===== src/rtl/simon_input_capture.sv =====
// simon_input_capture: arms on request, latches the highest-priority pressed button,
// and reports press/release strobes with a press timeout and a saturating hold measurement.
module simon_input_capture #(
    parameter int N_BUTTONS      = 4,
    parameter int TIMEOUT_CYCLES = 1000,
    parameter int HOLD_W         = 16,
    parameter int IDX_W          = $clog2(N_BUTTONS)
) (
    input  logic                 clk,
    input  logic                 reset,
    input  logic                 arm,
    input  logic                 abort,
    input  logic [N_BUTTONS-1:0] pressed,
    input  logic [N_BUTTONS-1:0] released,
    output logic                 busy,
    output logic                 captured_signal,
    output logic                 released_signal,
    output logic                 timeout_signal,
    output logic [IDX_W-1:0]     button,
    output logic [HOLD_W-1:0]    hold_cycles
);
    localparam int CNT_W = (TIMEOUT_CYCLES > 1) ? $clog2(TIMEOUT_CYCLES) : 1;
    localparam logic [CNT_W-1:0] T_LAST = CNT_W'((TIMEOUT_CYCLES > 0) ? TIMEOUT_CYCLES - 1 : 0);

    typedef enum logic [1:0] {IDLE, WAIT_PRESS, WAIT_RELEASE} state_e;

    state_e             state_q, state_d;
    logic [CNT_W-1:0]   cnt_q, cnt_d;
    logic [IDX_W-1:0]   button_q, button_d, pick;
    logic [HOLD_W-1:0]  hold_q, hold_d;
    logic               cap_q, cap_d, rel_q, rel_d, to_q, to_d;

    // Scanning downwards leaves the lowest set bit, which has the highest priority.
    always_comb begin
        pick = '0;
        for (int i = N_BUTTONS - 1; i >= 0; i--)
            if (pressed[i]) pick = IDX_W'(i);
    end

    always_comb begin
        state_d  = state_q;
        cnt_d    = cnt_q;
        button_d = button_q;
        hold_d   = hold_q;
        cap_d    = 1'b0;
        rel_d    = 1'b0;
        to_d     = 1'b0;
        case (state_q)
            IDLE: if (arm) begin
                state_d = WAIT_PRESS;
                cnt_d   = '0;
            end
            WAIT_PRESS: if (abort) begin
                state_d = IDLE;
            end else if (|pressed) begin
                state_d  = WAIT_RELEASE;
                button_d = pick;
                hold_d   = '0;
                cap_d    = 1'b1;
            end else begin
                cnt_d = cnt_q + CNT_W'(1);
                if (TIMEOUT_CYCLES != 0 && cnt_q == T_LAST) begin
                    state_d = IDLE;
                    to_d    = 1'b1;
                end
            end
            WAIT_RELEASE: if (abort) begin
                state_d = IDLE;
            end else if (released[button_q]) begin
                state_d = IDLE;
                rel_d   = 1'b1;
            end else if (hold_q != '1) begin
                hold_d = hold_q + HOLD_W'(1);
            end
            default: state_d = IDLE;
        endcase
    end

    always_ff @(posedge clk or posedge reset) begin
        if (reset) begin
            state_q  <= IDLE;
            cnt_q    <= '0;
            button_q <= '0;
            hold_q   <= '0;
            cap_q    <= 1'b0;
            rel_q    <= 1'b0;
            to_q     <= 1'b0;
        end else begin
            state_q  <= state_d;
            cnt_q    <= cnt_d;
            button_q <= button_d;
            hold_q   <= hold_d;
            cap_q    <= cap_d;
            rel_q    <= rel_d;
            to_q     <= to_d;
        end
    end

    assign busy            = state_q != IDLE;
    assign captured_signal = cap_q;
    assign released_signal = rel_q;
    assign timeout_signal  = to_q;
    assign button          = button_q;
    assign hold_cycles     = hold_q;
endmodule


===== config.mk =====
export PLATFORM = sky130hd
export DESIGN_NAME = simon_input_capture
export DESIGN_NICKNAME = d
export VERILOG_FILES = /design/src/rtl/simon_input_capture.sv
export SDC_FILE = /design/constraint.sdc
export NUM_CORES = 1
export LEC_CHECK = 0
export ABC_AREA = 1
export CORE_ASPECT_RATIO = 1.1
export CORE_UTILIZATION = 55
export CTS_CLUSTER_SIZE = 8
export DETAILED_ROUTE_END_ITERATION = 6
export GPL_TIMING_DRIVEN = 1
export PLACE_DENSITY = 0.91
export SLEW_MARGIN = 20
export SYNTH_ARGS = -nofsm -noshare
export SYNTH_HDL_FRONTEND = slang
export SYNTH_SLANG_ARGS = --single-unit

===== constraint.sdc =====
create_clock -name clk -period 2.8 [get_ports clk]
set_input_delay 0.28 -clock clk [delete_from_list [all_inputs] [get_ports clk]]
set_output_delay 0.28 -clock clk [all_outputs]
set_load 0.01 [all_outputs]

Word-level counts from Yosys, hierarchy flattened
Cells that the tools add are included.
{"block": "word_totals", "in_bits": 12, "reg_bits": 33, "word_cells": 66, "output_inout_bits": 22}
{"block": "op_classes", "n_eq_ne": 13, "magnitude_cmp": 1, "bitwise": 1, "muxes": 33, "n_addsub": 2, "n_reduce_logical": 9}
{"op": "$mux 16", "n": 5}
{"op": "$pmux 16 s2", "n": 1}
{"op": "$mux 10", "n": 3}
{"op": "$mux 2", "n": 10}
{"op": "$pmux 10 s2", "n": 1}
{"op": "$add 16x1->16 const B", "n": 1}
{"op": "$ne 16x16->1 const B", "n": 1}
{"op": "$ne 2x2->1 const B", "n": 7}
{"op": "$mux 1", "n": 11}
{"op": "$add 10x1->10 const B", "n": 1}
{"op": "$eq 10x10->1 const B", "n": 1}
{"op": "$pmux 2 s3", "n": 1}
{"op": "$reduce_and 3->1", "n": 2}
{"op": "$reduce_and 6->1", "n": 1}
{"op": "$reduce_bool 2->1", "n": 3}
{"op": "$ne 4x4->1 const B", "n": 1}
{"op": "$reduce_and 4->1", "n": 1}
{"op": "$reduce_or 4->1", "n": 1}
{"op": "$lt 2x3->1 const B", "n": 1}
{"op": "$ne 3x3->1 const B", "n": 1}
{"op": "$bmux 1 s2", "n": 1}
{"op": "$eq 2x1->1 const B", "n": 1}
{"op": "$eq 2x2->1 const B", "n": 1}
{"op": "$logic_not 2->1", "n": 1}
{"op": "$not 1->1", "n": 1}

Longest topological paths before layout
{"block": "depth", "ltp_word": 5, "mapped_depth": 11, "ltp_nobuf": 10}

Worst setup path after synthesis
OpenSTA, ideal clock, no wires.
{"block": "synth_timing", "kind": "flip-flop to flip-flop", "from": "register hold_q[0] (netlist: hold_cycles[0])", "to": "register hold_q[9] (netlist: hold_cycles[9])", "n_path_buf": 1, "period_less_slack_ns": 1.592, "slack_ns": 1.208, "setup_time_ns": 0.116, "stages_incl_launch_ff": 10, "arrival_ns": 1.476, "path_cell_list": "dfrtp_1 ha_1 inv_1 nor2_4 nand2_2 o21ai_2 a21oi_2 buf_6 nand2_1 nand2_1"}
{"block": "synth_via", "elab_chain_cells": 5, "elab_cells_between_ends": 8, "classes_between": "1 x add/sub; 2 x eq/ne; 4 x mux; 1 x reduce/logical"}
{"item": "start, declared", "line": "30", "rtl": "logic [HOLD_W-1:0] hold_q, hold_d;"}
{"item": "start signal, assigned", "line": "92", "rtl": "hold_q <= hold_d;"}
{"item": "$add 16x1->16", "line": "73", "rtl": "hold_d = hold_q + HOLD_W'(1);"}
{"item": "$mux 16", "line": "72", "rtl": "end else if (hold_q != '1) begin"}
{"item": "$mux 16", "line": "69", "rtl": "end else if (released[button_q]) begin"}
{"item": "$mux 16", "line": "67", "rtl": "WAIT_RELEASE: if (abort) begin"}
{"item": "$pmux 16 s2", "line": "48", "rtl": "case (state_q)"}
Several ways; a longest one is shown, not always the timed one. The select of a mux whose other input is x is not followed.
A chain may end at the register's enable or synchronous reset.

Worst setup path after layout
{"block": "layout_timing", "from": "register hold_q[0] (netlist: hold_cycles[0])", "to": "register hold_q[7] (netlist: hold_cycles[7])"}
The elaborated chain is that of the path after synthesis.

==> results.yml <==
global_route:
  antenna_found_initial: 0
  overflow: 0
  grt_max_degree: 34
  grt_pass1_vias: 1888
  grtUsageTotal_pct: 25.83
  grt_pass1_wl_um: 7803
route:
  totalWireLength_um: 4532
  wl_per_cell_um: 11.39
  via_per_inst: 5.108
  drtAntennaViolNets: 0
  drt_pass1_iterations: 4
  remaining_drc_errors: 0
  vias: 2033
  drtIter0Drc: 115
die:
  die-area_um2: 4015
  ios: 34
  die_x_um: 60.51
  num_rows: 23
  fp.coreArea_um2: 3626
  die_h_um: 66.36
  initial_core_util_pct: 57.11
synth:
  ys_async_sr_fraction_pct: 100.0
  synth_nets: 324
  syn_avg_cell_area_um2: 6.680
  synthFlopType: "dfrtp_1"
  ys_types: 27
  synth_warnings: 0
  synth_cells: 310
  seq_area_frac_synth_pct: 39.88
  synthesis.area_um2: 2071
  synth_edf_count: 0
  synth-seq-cells: 33
timing:
  timing.setup.tns_ps: 0
  fin_worst_skew_ps: 5.429
  layout_min_cycle_time_ps: 1927
  finalCritPeriodShare_pct: 68.83
  hold_viol: 0
  final.setup.worst_slack_ps: 872.8
  worst_pin_slew_ps: 709.0
  slew_headroom_pct: 52.73
  rsz0062_at_grt: "false"
  max_clock_freq_mhz: 518.9
  setup_viol: 0
  final-max-slew-violation-count: 0
power_and_ir_drop:
  max-vdd-ir-drop_v: 0.0003859
  total_power_mw: 1.203
  p_sw_mw: 0.3759
  share_seq_of_total_power_pct: 45.1
  p_sw_share_pct: 31.23
  powerDensity_nw_per_um2: 475.5
  leakagePower_nw: 1.159
  p_int_mw: 0.8276
  p_comb_share_pct: 21.9
  clockPowerShare_pct: 33.0
final_layout:
  diodes: 0
  nNetsFinal: 361
  area_delta_synth_final_pct: 22.24
  fin_util_pct: 69.81
  drive_above_1_share_pct: 5.747
  fin_cells: 398
job:
  maxCapViolations: 0
clocking:
  cts_setup_buffers: 0
  clock_latency_ps: 290
  cts_max_path_buffers: 2
  tritoncts: "done"
  cts_buffers: 5
  clock-sinks: 33
  path_clk_slew_ps: 70
  cts_resized: 0
  cts_max_level: 2
  cts-hold-fix-buffers: 0
  cts-root-buf: "clkbuf_8"
placement:
  dp_hpwl_um: 3229
  placed_cells: 390
  io_buffers: 33
  post-place-ws_ps: 800.2
  gp_congestion: 0.9092
critical_path:
  crit_type: "reg -> reg"
  cp_data_arrival_time_ps: 2150
  end_kind: "flip-flop"
  crit_fanout: 16
  crit_path_start_kind: "flip-flop"
  required_ps: 3020
status:
  status: "completed"
worst_hold_path:
  hp-class: "in -> async"
final timing paths:
path                           startpoint               to  slack, ps  depth (start not counted)
hold reg to reg                  cnt_q[9]         cnt_q[9]        530                          2
max in group asynchronous           reset   hold_cycles[7]       2100                          3
setup / recovery           hold_cycles[0]   hold_cycles[7]        870                          8
min in group clk                 cnt_q[9]         cnt_q[9]        530                          2
setup reg to reg           hold_cycles[0]   hold_cycles[7]        870                          8
hold / removal                      reset  hold_cycles[14]        380                          3
final cells by class:
class                   count  area, um^2
clock buffers               7       96.34
repair buffers             34       337.8
flip-flops and latches     33       825.8
inverters                  39       146.4
fillers                   315        1095
clock inverters             1       5.005
well taps                  50       62.56
multi-input cells         234        1057
critical path, stage by stage, from the launching register on:
cell,delay (ps)
dfrtp_1,440
ha_1,260
inv_1,100
nor2_4,60
nand2_2,100
o21ai_2,80
a21oi_2,590
nand2_1,130
nand2_1,90
cells in the final DEF, fill, tap and decap left out, types with 2 or more instances in the layout:
cell type,Yosys,final
nor2_4,2,2
o21ai_0,13,13
ha_1,2,2
a21oi_1,9,9
xor2_1,4,4
inv_1,35,35
nor2_1,41,41
inv_2,3,3
nand4_1,8,8
clkdlybuf4s50_1,0,33
nand2_1,117,117
nand2_2,2,2
nor3_1,9,9
dfrtp_1,33,33
nand3_1,18,18
clkbuf_8,0,7
stage by stage:
stage,hold slack [ps],cell area [um^2]
floorplan,352.1,2071
global placement,489.6,2430
detailed placement,508.7,2430
CTS,386.4,2531
global route,437.4,2531
finish,381.3,2531
synthesized netlist by cell type, types with 3 or more instances:
cell type  instances  area [um^2]
nand2_1          117        439.2
nor2_1            41        153.9
inv_1             35        131.4
dfrtp_1           33        825.8
nand3_1           18        90.09
o21ai_0           13        65.06
a21oi_1            9        45.04
nor3_1             9        45.04
nand4_1            8        50.05
xor2_1             4        35.03
inv_2              3        11.26
power groups by stage:
stage	Sequential [mW]	Combinational (mW)	Clock, mW
3_5_place_dp	0.552	0.262	0
2_1_floorplan	0.553	0.181	0
4_1_cts	0.543	0.266	0.408
5_1_grt	0.547	0.302	0.422
3_3_place_gp	0.549	0.256	0
6_report	0.543	0.264	0.397
state kept, by name (all words and copies together), names as in the netlist:
register         flops
released_signal      1
captured_signal      1
timeout_signal       1
cnt_q               10
hold_cycles         16
button               2
state_q              2
metal layers:
layer  wire length [um]  vias up  GRT usage [%]
met5                  0        -              0
met4                 99        0          12.22
met3                213       10          4.892
met2               2367       56          46.57
met1               1852      928          28.34
li1                   -     1039              -
cells by family (layout without fill, tap and decap cells):
group / Yosys count / after routing / synth area share [%]
xor+xnor: 5 / 5 / 2.115
simple gates: 201 / 201 / 40.85
buf+inv: 43 / 81 / 9.063
fa+ha+maj: 2 / 2 / 1.208
flops: 33 / 33 / 39.88
compound gates: 26 / 26 / 6.888
(Power assumes the default switching activity.)
